### src/rtl/uart_pkg.sv
// Shared UART definitions used by the receiver and the transmitter.
package uart_pkg;

    typedef enum logic {
        IDLE,
        RECV
    } rcv_state_t;

    // Start + 8 data + stop
    localparam int FRAME_BITS    = 10;
    localparam int BAUD_DIV_9600 = 5208;
    localparam int CNT_W         = 16;

endpackage

### src/rtl/uart_baud_cnt.sv
// Loadable down-counter with a zero flag; paces bit timing for UART RX and TX.
module uart_baud_cnt
    import uart_pkg::*;
#(
    parameter int W = CNT_W
) (
    input  logic         clk,
    input  logic         rst_n,
    input  logic         load,
    input  logic [W-1:0] load_val,
    input  logic         en,
    output logic         zero
);

    logic [W-1:0] count;

    // Load takes priority so a reload on the zero cycle restarts the period cleanly
    always_ff @(posedge clk or negedge rst_n) begin
        if (!rst_n) begin
            count <= '0;
        end else if (load) begin
            count <= load_val;
        end else if (en) begin
            count <= count - 1'b1;
        end
    end

    assign zero = (count == '0);

endmodule

### src/rtl/uart_rcv.sv
// 8N1 UART receiver: synchronizes RX, mid-bit samples each frame and presents
// the byte through a rdy/clr_rdy handshake with framing and overrun flags.
module uart_rcv
    import uart_pkg::*;
#(
    parameter int BAUD_DIV = BAUD_DIV_9600
) (
    input  logic       clk,
    input  logic       rst_n,
    input  logic       RX,
    input  logic       clr_rdy,
    output logic [7:0] rx_data,
    output logic       rdy,
    output logic       frm_err,
    output logic       ovr
);

    localparam int HALF_DIV = BAUD_DIV / 2;
    localparam logic [3:0] STOP_IDX = 4'(FRAME_BITS - 1);

    logic             rx_ff1;
    logic             rx_sync;
    logic             rx_prev;
    logic             fall;
    rcv_state_t       state;
    logic [3:0]       bit_cnt;
    logic [8:0]       shift_reg;
    logic             baud_zero;
    logic             baud_load;
    logic [CNT_W-1:0] baud_reload;

    always_ff @(posedge clk or negedge rst_n) begin
        if (!rst_n) begin
            rx_ff1  <= 1'b1;
            rx_sync <= 1'b1;
            rx_prev <= 1'b1;
        end else begin
            rx_ff1  <= RX;
            rx_sync <= rx_ff1;
            rx_prev <= rx_sync;
        end
    end

    assign fall = rx_prev & ~rx_sync;

    // First load lands on the start-bit middle, later loads span a full bit
    always_comb begin
        baud_load   = 1'b0;
        baud_reload = CNT_W'(BAUD_DIV - 1);
        if (state == IDLE) begin
            baud_load   = fall;
            baud_reload = CNT_W'(HALF_DIV - 1);
        end else begin
            baud_load   = baud_zero;
        end
    end

    uart_baud_cnt #(
        .W(CNT_W)
    ) u_baud_cnt (
        .clk     (clk),
        .rst_n   (rst_n),
        .load    (baud_load),
        .load_val(baud_reload),
        .en      (state == RECV),
        .zero    (baud_zero)
    );

    always_ff @(posedge clk or negedge rst_n) begin
        if (!rst_n) begin
            state     <= IDLE;
            bit_cnt   <= '0;
            shift_reg <= '0;
            rx_data   <= 8'h00;
            rdy       <= 1'b0;
            frm_err   <= 1'b0;
            ovr       <= 1'b0;
        end else begin
            if (clr_rdy) begin
                rdy     <= 1'b0;
                frm_err <= 1'b0;
                ovr     <= 1'b0;
            end
            case (state)
                IDLE: begin
                    if (fall) begin
                        bit_cnt <= '0;
                        state   <= RECV;
                    end
                end
                RECV: begin
                    if (baud_zero) begin
                        shift_reg <= {rx_sync, shift_reg[8:1]};
                        bit_cnt   <= bit_cnt + 4'd1;
                        if (bit_cnt == 4'd0 && rx_sync) begin
                            state <= IDLE;
                        end else if (bit_cnt == STOP_IDX) begin
                            state <= IDLE;
                            // Data bits sit above the start bit until the stop sample
                            if (rx_sync) begin
                                rx_data <= shift_reg[8:1];
                                rdy     <= 1'b1;
                                frm_err <= 1'b0;
                                ovr     <= rdy & ~clr_rdy;
                            end else begin
                                frm_err <= 1'b1;
                            end
                        end
                    end
                end
                default: state <= IDLE;
            endcase
        end
    end

endmodule

### config.mk
export PLATFORM = sky130hd
export DESIGN_NAME = uart_rcv
export DESIGN_NICKNAME = d
export VERILOG_FILES = /design/src/rtl/uart_pkg.sv /design/src/rtl/uart_baud_cnt.sv /design/src/rtl/uart_rcv.sv
export SDC_FILE = /design/constraint.sdc
export NUM_CORES = 1
export LEC_CHECK = 0
export BUFFER_PORTS_ARGS = -buffer_cell sky130_fd_sc_hd__buf_2
export CORE_ASPECT_RATIO = 1.5
export CORE_UTILIZATION = 40
export DETAILED_ROUTE_END_ITERATION = 8
export SLEW_MARGIN = 10
export SYNTH_ARGS = -nofsm -noshare
export SYNTH_HDL_FRONTEND = slang
export SYNTH_HIERARCHICAL = 1
export SYNTH_SLANG_ARGS = --single-unit
### constraint.sdc
create_clock -name clk -period 5.12 [get_ports clk]
set_input_delay 0.256 -clock clk [delete_from_list [all_inputs] [get_ports clk]]
set_output_delay 0.256 -clock clk [all_outputs]
set_load 0.1 [all_outputs]
==> summary.md, run 1 <==
| Metric | Value |
|---|---|
| Slowest cell on the critical path | `or4_4` |
| GR Overflow Total | `0` |
| Family with the most delay on the worst path | `simple AND/OR/NAND/NOR gates` |
| Synth Instances | `191` |
| Setup TNS | `0 ns` |
| Vias | `1483` |
| HP Class | `input pin to register` |
| RSZ-0062 raised after global routing | `false` |
| First-pass GRT wire length | `7180 µm` |
| DR pass1 iterations | `4` |
| Rel. slew slack | `0.373` |
| Sequential element share of the synthesized area | `0.487` |
| Initial Util | `0.423` |
| Num rows | `32` |
| Synth unique cells | `51` |
| WS Path Type | `register to register` |
| H-tree depth | `2` |
| WP data required | `5.28 ns` |
| Critical Path, Cell by Cell | `or4_4 -> or4b_4 -> nor3_2 -> nand2_2 -> nand2_1 -> buf_4 -> inv_1 -> o311ai_0 -> o311ai_0` |
| Leak pwr | `0.00112 µW` |
| Crit. End Element | `register` |
| Worst Setup Start Kind | `register` |
| Yosys top cell area share | `0.451` |
| Num ports | `15` |
| VDD IR-drop max | `0.231 mV` |
| Dpl hpwl | `2780 µm` |
| Core area | `5250 µm²` |
| R2R Path End | `u_baud_cnt/count[10]` |
| Post-CTS resize count | `0` |
| Layout cells sized above 1 | `0.254` |
| Max reg flops | `16` |
| Pwr per Cell Area | `420 nW/µm²` |
| Worst Hold End | `rx_ff1` |
| Commonest non-fill, non-tap cells in the layout | `40 x dfrtp_1, 14 x buf_2, 12 x nor2_1` |
| CTS root buffer | `clkbuf_8` |
| Initial antenna violation count | `0` |
| Crit-path max FO | `25` |
| DRC Markers | `0` |
| EDFF count, synth | `0` |
| Worst Hold Launch | `RX` |
| Avg Cell Area, Syn | `11.6 µm²` |
| Hold Path Depth | `1` |
| Slew at the pin closest to its max-slew limit | `0.941 ns` |
| Die Y | `93.2 µm` |
| Layout Cells excl Fill | `277` |
| Clock slew at reported path FFs | `0.09 ns` |
| Share of synthesized flip-flops with an asynchronous set or reset | `1.00` |
| Final period util | `0.650` |
| Synth Flop Type | `dfrtp_1` |
| Post-CTS Setup Bufs | `0` |
| Initial drt markers | `59` |
| Hold Violations, Final | `0` |
| Buffers & Inverters on Critical Path | `2` |
| Number of global-route vias before repair | `1483` |
| Status | `completed` |
| Clock Tree Buf Depth | `2` |
| Clk Latency, worst-skew pair | `0.30 ns` |
| Avg WL per Cell | `15.0 µm` |
| Sink Count | `43` |
| TritonCTS Buffers | `5` |
| Largest net degree at the start of global routing | `44` |
| Vias per Instance | `5.35` |
| Routed Antenna Nets | `0` |
| GPL Wtd Cong | `0.789` |
| DIE WIDTH | `62.8 µm` |
| Max Cap Viol | `0` |
| Syn Std Cell Area | `2220 µm²` |
| Cell taking the most area after synthesis | `dfrtp_1` |
| Die area | `5850 µm²` |
| Endpoints failing setup | `0` |
| GRT Total Usage | `0.161` |
| Port-buffer cells | `14` |
| Overall power | `1030 µW` |
| CTS tree | `built` |
| R2R Path Start | `u_baud_cnt/count[4]` |
| Nets | `216` |
| Fmax achieved | `300 MHz` |
| Final Max Slew Viols | `0` |
| Crit-path max cell delay | `0.64 ns` |
| Commonest non-fill, non-tap cell in the layout | `dfrtp_1` |
| Area grow syn2layout | `11.1%` |
| Number of synthesized register bits | `43` |
| Layout Skew | `0.0110 ns` |
| Placed cell count | `269` |
| Worst r2r path cells | `9` |
| DRT Wirelength | `4140 µm` |
| Most used cell, CP | `o311ai_0` |
| Hold buffer count at cts | `0` |
| Reg2reg setup slack | `1.79 ns` |
| Dominant cells by area after synthesis | `dfrtp_1 45%, mux2_4 6.8%, dfstp_2 3.6%` |
| # diodes | `0` |
| Crit path arrival time | `3.49 ns` |
| Yosys warnings | `6` |
| Fin crit period | `3.33 ns` |
cell usage after synthesis (2+ instances only):
cell,instances
dfrtp_1,40
nor2_1,12
mux2_4,10
nand2_1,10
o21ai_0,10
inv_1,8
mux2_2,7
a31oi_1,6
nand3_1,5
nor4_1,5
or4_1,5
a221o_1,4
clkbuf_1,4
ha_1,4
nor2b_1,4
o41a_1,4
buf_2,3
dfstp_2,3
mux2i_1,3
nand2b_1,3
o311ai_0,3
o31ai_1,3
buf_6,2
conb_1,2
o41ai_1,2
or2_2,2
or3_1,2
xnor2_1,2
how the worst max path moves through the flow:
stage / start / to / slack [ns] / cells past startpoint
final: u_baud_cnt/count[4] / u_baud_cnt/count[10] / 1.79 / 9
after global routing: u_baud_cnt/count[4] / u_baud_cnt/count[10] / 1.55 / 9
after floorplan: u_baud_cnt/count[4] / u_baud_cnt/count[8] / 1.82 / 13
after global placement: u_baud_cnt/count[4] / u_baud_cnt/count[10] / 1.90 / 9
after detailed placement: u_baud_cnt/count[4] / u_baud_cnt/count[10] / 1.81 / 9
after CTS: u_baud_cnt/count[4] / u_baud_cnt/count[10] / 1.79 / 9
where the power goes:
part / internal (µW) / leakage, µW / switching (µW)
sequential: 404 / 0.000554 / 80.2
combinational: 110 / 0.000501 / 128
clock: 195 / 0.0000654 / 117
final cells by class:
class | instances | area [µm²]
Sequential cell | 43 | 1080
Timing Repair Buffer | 15 | 77.6
Tap cell | 68 | 85.1
Inverter | 8 | 30.0
Multi-Input combinational cell | 135 | 1060
Clock buffer | 6 | 72.6
Clock inverter | 2 | 60.1
Fill cell | 488 | 2780
metal layers:
layer | share of wire | vias to the layer above | global-route usage
li1 | - | 731 | -
met1 | 0.43 | 725 | 0.186
met2 | 0.53 | 21 | 0.291
met3 | 0.024 | 6 | 0.0329
met4 | 0.018 | 0 | 0.0581
met5 | 0 | - | 0
kinds of logic after synthesis:
family                     Yosys count  share of synthesized area
xor gates and xnor gates             3                     0.0119
AOI/OAI and AO/OA                   35                      0.118
other                                2                    0.00339
DFF                                 43                      0.487
and+or+nand+nor                     66                      0.196
buffers and inverters               18                     0.0440
muxes                               20                      0.117
adders and majority gates            4                     0.0226
through the flow:
stage	hold WS (ns)	instance area [µm²]	utilization	worst slack, ns
3_3_place_gp	0.348	2330	0.444	1.90
6_report	0.0607	2460	0.470	1.79
3_5_place_dp	0.349	2330	0.444	1.81
4_1_cts	0.0522	2460	0.470	1.79
5_1_grt	0.0472	2460	0.470	1.55
2_1_floorplan	-0.0396	2240	-	1.82
No activity file was read; power rests on OpenSTA's default activity.
==> run 2, diff against run 1 <==
- ABC_AREA: unset -> 1
- clock period: 5.12 -> 2.8 ns (I/O delays scaled with it)
==> summary.md, run 2 <==
| Metric | Value |
|---|---|
| Status | `finished, violations left` |
| Violated checks | `DRC, hold timing` |
| Setup TNS | `0 ns (unchanged)` |
| Synth Flop Type | `dfrtp_1` |
| Leak pwr | `0.00127 µW (+14%)` |
| Number of synthesized register bits | `43 (unchanged)` |
| Clk Latency, worst-skew pair | `0.29 ns (about the same)` |
| Initial Util | `0.413 (-0.00980)` |
| Hold buffer count at cts | `1 (+1)` |
| Die Y | `93.5 µm (+0.36%)` |
| First-pass GRT wire length | `8460 µm (+18%)` |
| Commonest cells in the netlist | `80 x nand2_1, 40 x dfrtp_1, 32 x nand3_1` |
| TritonCTS Buffers | `5 (unchanged)` |
| Die area | `5890 µm² (+0.71%)` |
| Synth Instances | `280 (+47%)` |
| CTS root buffer | `clkbuf_8` |
| Crit-path max cell delay | `0.39 ns (-0.25 ns)` |
| Sink Count | `43 (unchanged)` |
| Core area | `5410 µm² (+3.1%)` |
| Pwr per Cell Area | `751 nW/µm² (+79%)` |
| Crit-path max FO | `19 (-24%)` |
| Dominant cells by area after synthesis | `dfrtp_1 45%, nand2_1 13%, nand3_1 7.2%` |
| RSZ-0062 raised after global routing | `false` |
| Avg Cell Area, Syn | `7.98 µm² (-31%)` |
| H-tree depth | `2 (unchanged)` |
| Layout Cells excl Fill | `375 (+35%)` |
| Number of global-route vias before repair | `1835 (+24%)` |
| Crit path arrival time | `2.40 ns (-1.09 ns)` |
| Cell taking the most area after synthesis | `dfrtp_1` |
| VDD IR-drop max | `0.449 mV (+94%)` |
| Fin Hold WS | `-0.0228 ns (-0.0836 ns)` |
| Synth unique cells | `32 (-37%)` |
| Avg WL per Cell | `13.0 µm (-13%)` |
| Max Cap Viol | `0 (unchanged)` |
| Endpoints failing setup | `0 (unchanged)` |
| GPL Wtd Cong | `0.855 (+8.3%)` |
| DIE WIDTH | `63.0 µm (+0.35%)` |
| Yosys warnings | `6 (unchanged)` |
| Area grow syn2layout | `12.0%` |
| Share of synthesized flip-flops with an asynchronous set or reset | `1.00 (unchanged)` |
| Commonest non-fill, non-tap cell in the layout | `nand2_1` |
| Largest net degree at the start of global routing | `44 (unchanged)` |
| Critical Path, Cell by Cell | `inv_1 -> ha_1 -> nand3_2 -> nor2_8 -> nand4_1 -> nor2_1 -> nand2_1 -> nand2_1 -> buf_4 -> nor2_4 -> inv_1 -> o221ai_1` |
| DRT Wirelength | `4880 µm (+18%)` |
| Vias | `1824 (+23%)` |
| Dpl hpwl | `3490 µm (+26%)` |
| Worst Setup Start Kind | `register` |
| Commonest non-fill, non-tap cells in the layout | `80 x nand2_1, 40 x dfrtp_1, 32 x nand3_1, 29 x inv_1, 26 x nor2_1` |
| EDFF count, synth | `0 (unchanged)` |
| Count leader, synth | `nand2_1` |
| Num rows | `33 (+3.1%)` |
| Vias per Instance | `4.86 (-9.1%)` |
| Sequential element share of the synthesized area | `0.483 (-0.00355)` |
| Syn Std Cell Area | `2230 µm² (+0.73%)` |
| Overall power | `1880 µW (+82%)` |
| CTS tree | `built` |
| HP Class | `input pin to async pin` |
| GR Overflow Total | `0 (unchanged)` |
| Post-CTS Setup Bufs | `0 (unchanged)` |
| Fmax achieved | `447 MHz (+49%)` |
| WS Path Type | `register to register` |
| Clock slew at reported path FFs | `0.09 ns (about the same)` |
| Initial drt markers | `73 (+24%)` |
| Rel. slew slack | `0.375 (+0.00183)` |
| Fin crit period | `2.24 ns (-1.09 ns)` |
| GRT Total Usage | `0.185 (+0.0240)` |
| Final Max Slew Viols | `0 (unchanged)` |
| Post-CTS resize count | `0 (unchanged)` |
| Hold Violations, Final | `21 (+21)` |
| Fin util | `0.462 (-0.00729)` |
| Crit. End Element | `register` |
| Layout cells sized above 1 | `0.144 (-0.109)` |
| Yosys top cell area share | `0.448 (-0.00329)` |
| Layout Skew | `0.00623 ns (-0.00474 ns)` |
| Port-buffer cells | `14 (unchanged)` |
| Nets | `312 (+44%)` |
| DRC Markers | `2 (+2)` |
| Multi-input gate area | `1000 µm² (-5.1%)` |
| Fillcell total | `538 (+10%)` |
| Num ports | `15 (unchanged)` |
| WP data required | `2.96 ns (-2.32 ns)` |
| # diodes | `0 (unchanged)` |
| Clock Tree Buf Depth | `2 (unchanged)` |
| Slew at the pin closest to its max-slew limit | `0.938 ns (-0.00275 ns)` |
| Initial antenna violation count | `0 (unchanged)` |
| Slowest cell on the critical path | `dfrtp_1` |
| Max reg flops | `16 (unchanged)` |
| Placed cell count | `366 (+36%)` |
| Area occupied by registers | `1080 µm² (unchanged)` |
| DR pass1 iterations | `6 (+2)` |
| Routed Antenna Nets | `0 (unchanged)` |
| Final period util | `0.799 (+0.149)` |
run 2: metrics by stage:
stage	setup WS, ns	cell area, µm²
finish	0.563	2500
floorplan	0.542	2250
global route	0.304	2500
global placement	0.619	2390
detailed placement	0.566	2390
CTS	0.544	2500
run 2: cell families after synthesis:
family                   synth area share
AND/OR/NAND/NOR                     0.319
flip-flops                          0.483
buffers and inverters              0.0751
AO/OA/AOI/OAI                      0.0885
adder cells (fa/ha/maj)            0.0224
XOR/XNOR                          0.00784
other                             0.00336
run 2: worst paths after layout:
path,slack (ns),cells past startpoint,from,to
setup / recovery,0.56,12,u_baud_cnt/count[0],u_baud_cnt/count[2]
hold / removal,-0.02,1,rst_n,u_baud_cnt/count[7]
setup reg to reg,0.56,12,u_baud_cnt/count[0],u_baud_cnt/count[2]
hold reg to reg,0.36,0,rx_ff1,rx_sync
max in group asynchronous,2.23,1,rst_n,frm_err
min in group clk,0.08,2,clr_rdy,rdy
run 2: worst max-delay path: cells and delay by family, from the launching register on:
family / cells / cell delay (ns)
buffers and inverters: 3 / 0.49
AND/OR/NAND/NOR: 7 / 0.86
flip-flops: 1 / 0.39
AO/OA/AOI/OAI: 1 / 0.14
adder cells (fa/ha/maj): 1 / 0.23
run 2: report_power, final:
| group | switching [µW] | internal [µW] |
|---|---|---|
| Combinational | 356 | 203 |
| Clock | 224 | 202 |
| Sequential | 148 | 745 |
run 2: final cells by class:
type,count,area share
Inverter,32,0.0480
Sequential cell,43,0.432
Multi-Input combinational cell,203,0.402
Timing Repair Buffer,19,0.0440
Clock buffer,6,0.0330
Tap cell,70,0.0350
Clock inverter,2,0.00650
run 2: metal layers:
metal / GRT usage / share of wire / vias to the layer above
met3: 0.0280 / 0.033 / 8
li1: - / - / 941
met2: 0.352 / 0.53 / 38
met4: 0.0775 / 0.020 / 0
met1: 0.198 / 0.41 / 837
met5: 0 / 0 / -
